### config.mk
export PLATFORM = sky130hd
export DESIGN_NAME = ball_motion_ctrl
export DESIGN_NICKNAME = d
export VERILOG_FILES = /design/src/rtl/ball_motion_ctrl.sv
export SDC_FILE = /design/constraint.sdc
export NUM_CORES = 1
export LEC_CHECK = 0
export ABC_AREA = 0
export CAP_MARGIN = 30
export CORE_MARGIN = 10
export CORE_UTILIZATION = 43
export CTS_BUF_LIST = sky130_fd_sc_hd__clkbuf_4
export CTS_CLUSTER_DIAMETER = 200
export DETAILED_ROUTE_END_ITERATION = 10
export PLACE_DENSITY = 0.71
export SLEW_MARGIN = 20
export SYNTH_ARGS = -nofsm -noshare
export SYNTH_HDL_FRONTEND = slang
export SYNTH_SLANG_ARGS = --single-unit
### constraint.sdc
create_clock -name clock -period 10.3 [get_ports clock]
set_clock_uncertainty 0.1 [all_clocks]
set_input_delay 3.09 -clock clock [delete_from_list [all_inputs] [get_ports clock]]
set_output_delay 3.09 -clock clock [all_outputs]
set_load 0.005 [all_outputs]
### src/rtl/ball_motion_ctrl.sv
// Ball position/direction controller for a brick-breaker game: tracks the paddle while idle,
// steps the ball once per motion tick and reflects it off bricks, walls and the paddle.
// All outputs are registered (one clock after the inputs that cause them). There is no backpressure.
module ball_motion_ctrl #(
  parameter int COORD_W      = 8,
  parameter int X_MAX        = 159,
  parameter int Y_MAX        = 119,
  parameter int PADDLE_Y     = 110,
  parameter int PADDLE_W     = 16,
  parameter int TICK_DIV     = 1000000,
  parameter int SPD_MAX      = 3,
  parameter int HITS_PER_SPD = 4
) (
  input  logic               clock,
  input  logic               reset,
  input  logic               game_en,
  input  logic               launch,
  input  logic [COORD_W-1:0] paddle_x,
  input  logic               brick_hit_x,
  input  logic               brick_hit_y,
  output logic [COORD_W-1:0] ball_x,
  output logic [COORD_W-1:0] ball_y,
  output logic               dir_x,
  output logic               dir_y,
  output logic [1:0]         speed,
  output logic [1:0]         state,
  output logic               ball_lost
);

  // Geometry is evaluated one bit wider than a coordinate so sums never wrap.
  localparam int EW  = COORD_W + 1;
  localparam int TCW = $clog2(TICK_DIV);
  localparam int HCW = $clog2(HITS_PER_SPD + 1);

  localparam logic [EW-1:0]  X_MAX_E     = EW'(X_MAX);
  localparam logic [EW-1:0]  Y_MAX_E     = EW'(Y_MAX);
  localparam logic [EW-1:0]  PADDLE_Y_E  = EW'(PADDLE_Y);
  localparam logic [EW-1:0]  REST_Y_E    = EW'(PADDLE_Y - 1);
  localparam logic [EW-1:0]  HALF_W_E    = EW'(PADDLE_W / 2);
  localparam logic [EW-1:0]  QUART_W_E   = EW'(PADDLE_W / 4);
  localparam logic [EW-1:0]  THREEQ_W_E  = EW'((3 * PADDLE_W) / 4);
  localparam logic [EW-1:0]  PW_M1_E     = EW'(PADDLE_W - 1);
  localparam logic [TCW-1:0] TICK_LAST   = TCW'(TICK_DIV - 1);
  localparam logic [HCW-1:0] HITS_E      = HCW'(HITS_PER_SPD);
  localparam logic [1:0]     SPD_MAX_E   = 2'(SPD_MAX);

  typedef enum logic [1:0] {
    S_IDLE   = 2'd0,
    S_MOVING = 2'd1,
    S_LOST   = 2'd2
  } state_t;

  state_t           fsm;
  logic [TCW-1:0]   tick_cnt;
  logic [HCW-1:0]   hit_cnt;
  logic             px;
  logic             py;

  assign state = fsm;

  // Resting position on top of the paddle centre, clamped to the right edge.
  logic [EW-1:0]      idle_sum;
  logic [COORD_W-1:0] idle_x;
  assign idle_sum = {1'b0, paddle_x} + HALF_W_E;
  assign idle_x   = (idle_sum > X_MAX_E) ? X_MAX_E[COORD_W-1:0] : idle_sum[COORD_W-1:0];

  logic tick;
  logic hit_any;
  logic [HCW-1:0] hit_cnt_inc;
  assign tick        = (tick_cnt == TICK_LAST);
  assign hit_any     = brick_hit_x | brick_hit_y;
  assign hit_cnt_inc = hit_cnt + HCW'(1);

  // Extended operands for the motion arithmetic.
  logic [EW-1:0] bx_e, by_e, spd_e, pad_l, pad_r, pad_q1, pad_q3;
  assign bx_e   = {1'b0, ball_x};
  assign by_e   = {1'b0, ball_y};
  assign spd_e  = {{(EW-2){1'b0}}, speed};
  assign pad_l  = {1'b0, paddle_x};
  assign pad_r  = pad_l + PW_M1_E;
  assign pad_q1 = pad_l + QUART_W_E;
  assign pad_q3 = pad_l + THREEQ_W_E;

  logic [EW-1:0] mv_x, mv_y;
  logic          mv_dx, mv_dy;
  logic          pre_dx, pre_dy;
  logic          mv_catch, mv_floor;

  // Candidate ball state for a motion tick: brick reflection first, then walls/paddle/floor.
  // A brick pulse landing on the tick cycle itself is folded into that tick's reflection.
  always_comb begin
    pre_dx   = dir_x ^ (px | brick_hit_x);
    pre_dy   = dir_y ^ (py | brick_hit_y);
    mv_x     = bx_e;
    mv_y     = by_e;
    mv_dx    = pre_dx;
    mv_dy    = pre_dy;
    mv_catch = 1'b0;
    mv_floor = 1'b0;

    // Horizontal: bounce off the left edge or the right wall, else step.
    if (pre_dx && (bx_e <= spd_e)) begin
      mv_x  = '0;
      mv_dx = 1'b0;
    end else if (!pre_dx && ((bx_e + spd_e) >= X_MAX_E)) begin
      mv_x  = X_MAX_E;
      mv_dx = 1'b1;
    end else if (pre_dx) begin
      mv_x = bx_e - spd_e;
    end else begin
      mv_x = bx_e + spd_e;
    end

    // Vertical: ceiling when rising; paddle or floor when falling.
    if (pre_dy) begin
      if (by_e <= spd_e) begin
        mv_y  = '0;
        mv_dy = 1'b0;
      end else begin
        mv_y = by_e - spd_e;
      end
    end else begin
      mv_catch = (by_e < PADDLE_Y_E) && ((by_e + spd_e) >= PADDLE_Y_E) &&
                 (bx_e >= pad_l) && (bx_e <= pad_r);
      if (mv_catch) begin
        mv_y  = REST_Y_E;
        mv_dy = 1'b1;
        // Outer quarters of the paddle steer the ball; the middle half keeps its heading.
        if (bx_e < pad_q1) begin
          mv_dx = 1'b1;
        end else if (bx_e >= pad_q3) begin
          mv_dx = 1'b0;
        end
      end else if ((by_e + spd_e) > Y_MAX_E) begin
        mv_floor = 1'b1;
      end else begin
        mv_y = by_e + spd_e;
      end
    end
  end

  // Game FSM with all ball registers, tick divider, pending brick flags and hit/speed counter.
  always_ff @(posedge clock) begin
    ball_lost <= 1'b0;
    if (reset || !game_en || (fsm != S_MOVING)) begin
      // Reset, disable, IDLE and the single LOST cycle all park the ball on the paddle.
      ball_x   <= idle_x;
      ball_y   <= REST_Y_E[COORD_W-1:0];
      dir_x    <= 1'b0;
      dir_y    <= 1'b1;
      speed    <= 2'd1;
      tick_cnt <= '0;
      hit_cnt  <= '0;
      px       <= 1'b0;
      py       <= 1'b0;
      if (!reset && game_en && (fsm == S_IDLE) && launch) begin
        fsm <= S_MOVING;
      end else begin
        fsm <= S_IDLE;
      end
    end else begin
      if (tick) begin
        tick_cnt <= '0;
        px       <= 1'b0;
        py       <= 1'b0;
        if (mv_floor) begin
          // Ball leaves through the floor: freeze where it was and flag the loss.
          fsm       <= S_LOST;
          ball_lost <= 1'b1;
        end else begin
          ball_x <= mv_x[COORD_W-1:0];
          ball_y <= mv_y[COORD_W-1:0];
          dir_x  <= mv_dx;
          dir_y  <= mv_dy;
        end
      end else begin
        tick_cnt <= tick_cnt + TCW'(1);
        if (brick_hit_x) px <= 1'b1;
        if (brick_hit_y) py <= 1'b1;
      end

      // One count per hit cycle; speed saturates and the counter then stays empty.
      if (hit_any) begin
        if (speed >= SPD_MAX_E) begin
          hit_cnt <= '0;
        end else if (hit_cnt_inc == HITS_E) begin
          speed   <= speed + 2'd1;
          hit_cnt <= '0;
        end else begin
          hit_cnt <= hit_cnt_inc;
        end
      end
    end
  end

endmodule

==> out/qor.csv, run 1 <==
metric,value,unit
path_cells,"clkdlybuf4s50_1, ha_1, a21oi_1, nor2_1, xnor2_1, ha_1, nand3_1, nor3_1, a221oi_1, nand2_1, nand3_2, a311oi_4, nand2b_1",
cp-start-kind,primary input,
rsz0062_at_grt,no,
cp.arrival,6.73,ns
htreeDepth,2,
syn-cell-area,4220,µm²
nFillCells,929,
cts_tree,yes,
final_cell_mix,"nor2_1 (51), ha_1 (47), nand2_1 (46)",
clock.fmax,147,MHz
worst_path_most_repeated_cell,ha_1,
fin_crit_sh,65.9,%
rows,36,
diodes,0,
antenna_found_initial,0,
final_max_slew_viol_count,0,
final.setup.tns,0,ns
layout-drive-gt1-share,3.72,%
drt-wirelength-per-cell,16.7,µm
firstDrtPassIters,6,
status,finished clean,
slowest_stage,a311oi_4,
setup_viol,0,
yosys_warnings,0,
synthCells,517,
place_hpwl,8430,µm
synthArstFlopShare,0,%
min_period,6.78,ns
wirelength,11200,µm
grt.total_usage,15.5,%
hold_class,reg2reg,
io_pins,37,
clk_pin_slew,0.14,ns
final_nets,601,
vias,3902,
slew_headroom,46.8,%
ys_seq_area_share,25.1,%
final_common_cell,nor2_1,
cts_setup_buffers,0,
ant_nets,0,
peakVddDrop,0.116,mV
ys_types,65,
via_per_inst,5.82,
die_y,119,µm
crit_path_max_incr_delay,0.70,ns
worst_slack,3.52,ns
crit_type,in2reg,
p_total,491,µW
path_buf_inv,1,
path_max_fanout,19,
syn-mean-instance-area,8.17,µm²
root_buffer,clkbuf_4,
synth-seq-cells,48,
cts_resized,0,
clk_latency,0.36,ns
drtIter0Drc,272,
core_area,9680,µm²
grt_pass1_wl,18800,µm
critPathRequiredTime,10.25,ns
gr-total-overflow,0,
initial_core_util,43.6,%
grt_max_degree,22,
die_width,119,µm
first_global_vias,3852,
clockBufferDepth,2,
gp_congestion,0.904,
remaining_drc_errors,0,
synth_ff_type,dfxtp_1,
cpLargestDelayFamily,simple AND/OR/NAND/NOR gates,
die_area,14200,µm²
cap_viol_max_count,0,
portBuffers,36,
cts_buffers,5,
hold_viol,0,
synth_edf_count,10,
syn-num-nets,582,
dp_slack,3.14,ns
tightest_slew,0.796,ns
worst_setup_path_end_kind,register,
clkSinkCount,48,
leakagePower,0.00187,µW
cts_hold_repair.buffers,0,
area_growth,12.7,%
cellPowerDensity,103,nW/µm²
-- power by group --
part | leakage, µW | switching [µW] | total [µW] | internal, µW
logic | 0.00139 | 64.8 | 119 | 54.4
clock network | 0.0000654 | 61.9 | 162 | 100
registers | 0.000412 | 13.6 | 210 | 196
total | 0.00187 | 140 | 491 | 351
-- logic make-up (layout without fill, tap and decap cells) --
family / count (synthesis) / in the layout / synth area share [%]
and+or+nand+nor: 197 / 197 / 22.8
AOI/OAI and AO/OA: 121 / 121 / 20.5
adders and majority gates: 51 / 51 / 15.8
buffers and inverters: 49 / 69 / 5.12
xor gates and xnor gates: 48 / 48 / 9.95
DFF: 48 / 48 / 25.1
muxes: 3 / 3 / 0.711
-- state kept, by name (all words and copies together), names as in the netlist --
register / flops
ball_lost: 1
ball_x: 8
ball_y: 8
dir_x: 1
dir_y: 1
hit_cnt: 3
px: 1
py: 1
speed: 2
state: 2
tick_cnt: 20
-- worst reg2reg max path: cells and delay by family (launching register included) --
kind / cells / cell delay (ns)
adder cells (fa/ha/maj): 1 / 0.37
flip-flops: 1 / 0.60
AND/OR/NAND/NOR: 3 / 0.93
AO/OA/AOI/OAI: 4 / 1.35
buffers and inverters: 1 / 0.25
-- per-stage QoR --
step	util (%)	cell area (µm²)	hold slack, ns	cells
floorplan	-	4220	0.313	517
global placement	47.8	4630	0.323	662
detailed placement	47.8	4630	0.327	662
CTS	49.1	4760	0.347	670
global route	49.1	4760	0.377	670
finish	49.1	4760	0.346	670
-- cell usage after synthesis, types with 9 or more instances --
master    number  area [µm²]
dfxtp_1       38         761
xnor2_1       28         245
a21oi_1       26         130
and3_1        12        75.1
inv_1         24        90.1
nand4_1       10        62.6
o211ai_1       9        67.6
nand3_1       27         135
nor3_1        16        80.1
ha_1          47         588
clkbuf_1      14        52.6
o21ai_0       18        90.1
nor2_1        51         191
edfxtp_1      10         300
nand2_1       46         173
xor2_1        20         175
-- per-layer routing --
metal / GRT usage (%) / part of all wire [%] / up-vias
met5: 0 / 0 / -
met4: 4.58 / 1.6 / 0
met3: 2.50 / 6.4 / 18
met2: 26.9 / 48 / 144
met1: 19.3 / 44 / 1825
li1: - / - / 1915
-- path summary, 6_finish.rpt --
path | from | end | slack (ns) | depth (start not counted)
worst max-delay path | paddle_x[4] | ball_x[6]$_DFFE_PP_ | 3.52 | 13
worst min-delay path | tick_cnt[0]$_SDFF_PP0_ | tick_cnt[0]$_SDFF_PP0_ | 0.35 | 1
worst max register to register | speed[1]$_SDFFE_PN0P_ | ball_x[6]$_DFFE_PP_ | 6.40 | 9
worst min register to register | tick_cnt[0]$_SDFF_PP0_ | tick_cnt[0]$_SDFF_PP0_ | 0.35 | 1
-- layout make-up --
| class | instances | area [µm²] | area share (%) |
|---|---|---|---|
| multi-input combinational | 420 | 2950 | 61.9 |
| sequential | 48 | 1060 | 22.3 |
| timing repair buffer | 37 | 368 | 7.73 |
| tap | 133 | 166 | 3.50 |
| clock inverter | 3 | 90.1 | 1.89 |
| inverter | 24 | 90.1 | 1.89 |
| clock buffer | 5 | 37.5 | 0.789 |
No activity file was read; power rests on OpenSTA's default activity.
==> run 2, diff against run 1 <==
--- a/config.mk
+++ b/config.mk
@@ -12,7 +12,7 @@
 export CTS_BUF_LIST = sky130_fd_sc_hd__clkbuf_4
 export CTS_CLUSTER_DIAMETER = 200
 export DETAILED_ROUTE_END_ITERATION = 10
-export PLACE_DENSITY = 0.71
+export PLACE_DENSITY = 0.74
 export SLEW_MARGIN = 20
 export SYNTH_ARGS = -nofsm -noshare
 export SYNTH_HDL_FRONTEND = slang
==> constraint.sdc (replaced) <==
create_clock -name clock -period 6.02 [get_ports clock]
set_clock_uncertainty 0.1 [all_clocks]
set_input_delay 1.806 -clock clock [delete_from_list [all_inputs] [get_ports clock]]
set_output_delay 1.806 -clock clock [all_outputs]
set_load 0.005 [all_outputs]
==> run 2 against run 1 <==
Effect of this change: via count decreased by 0.10%; count of clock-buffer cells in the layout unchanged; sequential cell count unchanged; global-route usage decreased by 0.46 points; die area unchanged; wire length decreased by 2.3%; critical path depth unchanged; register-to-register slack got worse by 3.8 ns; final area decreased by 1.3%; sequential power increased by 71%; critical endpoint is now ball_x[4]$_DFFE_PP_.
==> out/qor.csv, run 2 (same netlist as run 1, synthesis figures left out) <==
metric,value,unit,change
hold_class,reg2reg,,unchanged
die_y,119,µm,unchanged
crit_type,in2reg,,unchanged
cts_resized,0,,unchanged
cts_hold_repair.buffers,0,,unchanged
root_buffer,clkbuf_4,,unchanged
hold_viol,0,,unchanged
initial_core_util,43.6,%,unchanged
final_common_cell,nor2_1,,unchanged
first_global_vias,3851,,was 3852
ant_nets,0,,unchanged
cts_tree,yes,,unchanged
via_per_inst,5.80,,was 5.82
clkSinkCount,48,,unchanged
wirelength,10900,µm,was 11200 µm
largest_reg_flops,20,,unchanged
crit_path_max_incr_delay,0.70,ns,about the same
holdWs,0.346,ns,about the same
regMostFlops,tick_cnt,,unchanged
layout-drive-gt1-share,4.08,%,was 3.72%
portBuffers,36,,unchanged
rsz0062_at_grt,no,,unchanged
setup_viol,0,,unchanged
clk_pin_slew,0.13,ns,was 0.14 ns
remaining_drc_errors,0,,unchanged
cp.arrival,4.97,ns,was 6.73 ns
place_hpwl,8370,µm,was 8430 µm
reg_top3,"tick_cnt: 20 flops, ball_x: 8 flops, ball_y: 8 flops",,unchanged
firstDrtPassIters,4,,was 6
grt.total_usage,15.0,%,was 15.5%
rows,36,,unchanged
cts_buffers,5,,unchanged
reg2reg_slack,2.56,ns,was 6.40 ns
clock.fmax,199,MHz,
clk_latency,0.35,ns,was 0.36 ns
worst_setup_path_end_kind,register,,unchanged
vias,3898,,was 3902
stdcell_area,4700,µm²,was 4760 µm²
final.setup.tns,0,ns,unchanged
htreeDepth,2,,unchanged
slowest_stage,clkdlybuf4s50_1,,was a311oi_4
grt_pass1_wl,18400,µm,was 18800 µm
antenna_found_initial,0,,unchanged
cts_setup_buffers,0,,unchanged
core_area,9680,µm²,unchanged
final_max_slew_viol_count,0,,unchanged
grt_max_degree,22,,unchanged
die_area,14200,µm²,unchanged
gp_congestion,0.932,,was 0.904
path_max_fanout,9,,was 19
peakVddDrop,0.0914,mV,was 0.116 mV
die_width,119,µm,unchanged
gr-total-overflow,0,,unchanged
final_cell_mix,"nor2_1 (51), ha_1 (47), nand2_1 (46)",,unchanged
final_nets,603,,was 601
drt-wirelength-per-cell,16.2,µm,was 16.7 µm
cap_viol_max_count,0,,unchanged
status,finished clean,,unchanged
leakagePower,0.00185,µW,was 0.00187 µW
cp-start-kind,primary input,,unchanged
clockBufferDepth,2,,unchanged
io_pins,37,,unchanged
critPathRequiredTime,5.95,ns,was 10.25 ns
path_cells,"clkdlybuf4s50_1, inv_1, ha_1, a21oi_1, xnor2_1, ha_1, a21o_1, a21oi_1, nand4b_1, nand2_1, nand3_2, a311oi_4, nand2b_1",,"was clkdlybuf4s50_1, ha_1, a21oi_1, nor2_1, xnor2_1, ha_1, nand3_1, nor3_1, a221oi_1, nand2_1, nand3_2, a311oi_4, nand2b_1"
tightest_slew,0.738,ns,was 0.796 ns
slew_headroom,50.4,%,was 46.8%
diodes,0,,unchanged
drtIter0Drc,419,,was 272
place_area,4650,µm²,was 4630 µm²
min_period,5.04,ns,
area_growth,11.2,%,was 12.7%
fin_crit_sh,83.7,%,
cellPowerDensity,150,nW/µm²,was 103 nW/µm²
[run 2: through the flow]
step	setup WS (ns)	power (µW)	util, %	instances
finish	0.983	702	48.5	672
global route	0.732	745	48.5	672
CTS	1.01	704	48.5	672
detailed placement	0.628	565	48.0	664
global placement	0.794	558	48.0	664
floorplan	1.34	497	-	517
[run 2: cell type report]
| type | count | area, µm² |
|---|---|---|
| timing repair buffer | 39 | 383 |
| clock buffer | 5 | 37.5 |
| tap | 133 | 166 |
| inverter | 24 | 90.1 |
| clock inverter | 3 | 13.8 |
| multi-input combinational | 420 | 2950 |
| fill | 963 | 4990 |
| sequential | 48 | 1060 |
[run 2: worst paths after layout]
check / from / to / cells after the start
max: paddle_x[2] / ball_x[4]$_DFFE_PP_ / 13
min: tick_cnt[0]$_SDFF_PP0_ / tick_cnt[0]$_SDFF_PP0_ / 1
max reg2reg: speed[1]$_SDFFE_PN0P_ / ball_x[2]$_DFFE_PP_ / 10
min reg2reg: tick_cnt[0]$_SDFF_PP0_ / tick_cnt[0]$_SDFF_PP0_ / 1
[run 2: power breakdown]
part	internal [µW]	switching [µW]	leakage (µW)	total (µW)
clock network	43.4	98.2	0.0000351	142
registers	336	22.8	0.000412	359
logic	93.0	109	0.00140	202
total	473	230	0.00185	702
[run 2: metal layers]
| layer | vias to the layer above | share of wire (%) | track usage [%] |
|---|---|---|---|
| li1 | 1909 | - | - |
| met1 | 1829 | 44 | 19.4 |
| met2 | 137 | 47 | 24.6 |
| met3 | 23 | 7.0 | 3.26 |
| met4 | 0 | 1.9 | 4.50 |
| met5 | - | 0 | 0 |
[run 2: critical path: cells and delay by family]
family	cells	cell delay, ns
buffers and inverters	2	0.89
AOI/OAI and AO/OA	4	0.80
and+or+nand+nor	4	0.76
adders and majority gates	2	0.56
xor gates and xnor gates	1	0.14
==> run 3, diff against run 2 <==
==> constraint.sdc (replaced) <==
create_clock -name clock -period 4.2 [get_ports clock]
set_clock_uncertainty 0.1 [all_clocks]
set_input_delay 1.26 -clock clock [delete_from_list [all_inputs] [get_ports clock]]
set_output_delay 1.26 -clock clock [all_outputs]
set_load 0.005 [all_outputs]
==> run 3 against run 2 <==
Effect of this change: global-route usage rose by 0.76 points; via count rose by 3.2%; sequential cell count did not move; worst hold slack improved by 0.0056 ns; highest routed layer unchanged; register-to-register slack got worse by 1.7 ns; final cell count rose by 4.6%; first-iteration DRC count fell by 45%; clock power rose by 57%; setup slack got worse by 0.87 ns; non-clock buffer count rose by 31; final area rose by 5.8%.
==> out/qor.csv, run 3 (same netlist as run 1, synthesis figures left out) <==
metric,value,unit,change
place_area,4890,µm²,was 4650 µm²
portBuffers,36,,unchanged
stdcell_area,4970,µm²,was 4700 µm²
cellPowerDensity,213,nW/µm²,was 150 nW/µm²
peakVddDrop,0.137,mV,was 0.0914 mV
drt-wirelength-per-cell,16.4,µm,was 16.2 µm
worst_path_most_repeated_cell,ha_1,,
comb_power_share,30.1,%,was 28.8%
cp-start-kind,primary input,,unchanged
path_max_fanout,8,,was 9
min_period,4.09,ns,
via_per_inst,5.72,,was 5.80
grt.total_usage,15.8,%,was 15.0%
crit_path_max_incr_delay,0.49,ns,was 0.70 ns
status,finished clean,,unchanged
area_growth,17.7,%,was 11.2%
hold_viol,0,,unchanged
grt_max_degree,20,,was 22
cts_hold_repair.buffers,0,,unchanged
firstDrtPassIters,5,,was 4
cts_buffers,5,,unchanged
power.switching,349,µW,was 230 µW
layout-drive-gt1-share,9.82,%,was 4.08%
clkSinkCount,48,,unchanged
wirelength,11600,µm,was 10900 µm
die_area,14200,µm²,unchanged
path_cells,"clkdlybuf4s50_1, inv_1, ha_1, nand2b_1, a21oi_1, xnor2_1, ha_1, a21o_1, a21oi_2, nand4b_1, nand2_2, nand3_2, a311oi_4, nand2b_4, buf_12",,"was clkdlybuf4s50_1, inv_1, ha_1, a21oi_1, xnor2_1, ha_1, a21o_1, a21oi_1, nand4b_1, nand2_1, nand3_2, a311oi_4, nand2b_1"
io_pins,37,,unchanged
tightest_slew,0.682,ns,was 0.738 ns
die_width,119,µm,unchanged
startpoint,paddle_x[0],,was paddle_x[2]
diodes,0,,unchanged
leakagePower,0.00200,µW,was 0.00185 µW
seq_power_share,48.9,%,was 51.1%
path_buf_inv,3,,was 2
gr-total-overflow,0,,unchanged
reg_top3,"tick_cnt: 20 flops, ball_x: 8 flops, ball_y: 8 flops",,unchanged
grt_pass1_wl,19200,µm,was 18400 µm
cap_viol_max_count,0,,unchanged
core_area,9680,µm²,unchanged
drtIter0Drc,231,,was 419
p_int,712,µW,was 473 µW
final_cell_mix,"nor2_1 (51), ha_1 (47), nand2_1 (45)",,"was nor2_1 (51), ha_1 (47), nand2_1 (46)"
final_max_slew_viol_count,0,,unchanged
gp_congestion,0.864,,was 0.932
htreeDepth,2,,unchanged
setup_viol,0,,unchanged
final_nets,634,,was 603
place_hpwl,8750,µm,was 8370 µm
antenna_found_initial,0,,unchanged
clkPwrFrac,21.0,%,was 20.2%
hold_start,tick_cnt[0]$_SDFF_PP0_,,unchanged
cts_tree,yes,,unchanged
final.setup.tns,0,ns,unchanged
clk_pin_slew,0.14,ns,was 0.13 ns
fin_crit_sh,97.3,%,
slew_headroom,54.1,%,was 50.4%
critPathRequiredTime,4.20,ns,was 5.95 ns
rows,36,,unchanged
reg2reg_from,speed[1]$_SDFFE_PN0P_,,unchanged
first_global_vias,3893,,was 3851
ant_nets,0,,unchanged
holdWs,0.352,ns,was 0.346 ns
slowest_stage,clkdlybuf4s50_1,,unchanged
cp.arrival,4.08,ns,was 4.97 ns
clock.fmax,245,MHz,
die_y,119,µm,unchanged
vias,4022,,was 3898
switching_share,32.9,%,was 32.7%
final_common_cell,nor2_1,,unchanged
largest_reg_flops,20,,unchanged
hold_class,reg2reg,,unchanged
regMostFlops,tick_cnt,,unchanged
clk_latency,0.38,ns,was 0.35 ns
clockBufferDepth,2,,unchanged
dp_slack,-0.262,ns,was 0.628 ns
root_buffer,clkbuf_4,,unchanged
remaining_drc_errors,0,,unchanged
worst_slack,0.113,ns,was 0.983 ns
initial_core_util,43.6,%,unchanged
crit_type,in2reg,,unchanged
cpLargestDelayFamily,compound AO/OA/AOI/OAI gates,,was buffers and inverters
final_util,51.3,%,was 48.5%
worst_setup_path_end_kind,register,,unchanged
-- run 3: worst reg2reg max path: stages (launching register included) --
cell and delay [ns]:
dfxtp_1 0.58, inv_1 0.24, ha_1 0.38, nor2b_2 0.32
nor3_1 0.08, o211a_1 0.22, o21ai_0 0.21, o22ai_2 0.18
a311oi_4 0.36, nand2b_4 0.20, buf_12 0.13
-- run 3: path summary, 6_finish.rpt --
check	end	slack, ns	depth (start not counted)
max	ball_x[3]$_DFFE_PP_	0.11	15
min	tick_cnt[0]$_SDFF_PP0_	0.35	1
max reg2reg	ball_x[3]$_DFFE_PP_	0.91	10
min reg2reg	tick_cnt[0]$_SDFF_PP0_	0.35	1
-- run 3: area by class of cell --
class,instances,area (µm²)
Fill cell,926,4710
Multi-Input combinational cell,420,2960
Sequential cell,48,1060
Timing Repair Buffer,70,632
Tap cell,133,166
Inverter,24,90.1
Clock buffer,6,45.0
Clock inverter,2,12.5
-- run 3: what timing repair did --
action	in CTS	in global routing
setup buffers	0	0
gates resized for setup	0	6
endpoints found under the setup margin	0	14
-- run 3: power by group through the flow --
stage / Clock (µW) / Combinational (µW) / Sequential (µW)
finish: 223 / 319 / 518
global route: 243 / 358 / 520
CTS: 229 / 315 / 517
detailed placement: 0 / 312 / 527
global placement: 0 / 301 / 525
floorplan: 0 / 206 / 507
-- run 3: per-stage QoR --
| step | instances | power (µW) |
|---|---|---|
| after global placement | 695 | 826 |
| after CTS | 703 | 1060 |
| after detailed placement | 695 | 839 |
| after floorplan | 517 | 713 |
| final | 703 | 1060 |
| after global routing | 703 | 1120 |
-- run 3: per-layer routing --
layer	vias up	global-route usage, %	share of wire (%)
li1	1976	-	-
met1	1923	19.9	45
met2	106	26.9	48
met3	17	3.26	5.0
met4	0	3.82	1.6
met5	-	0	0
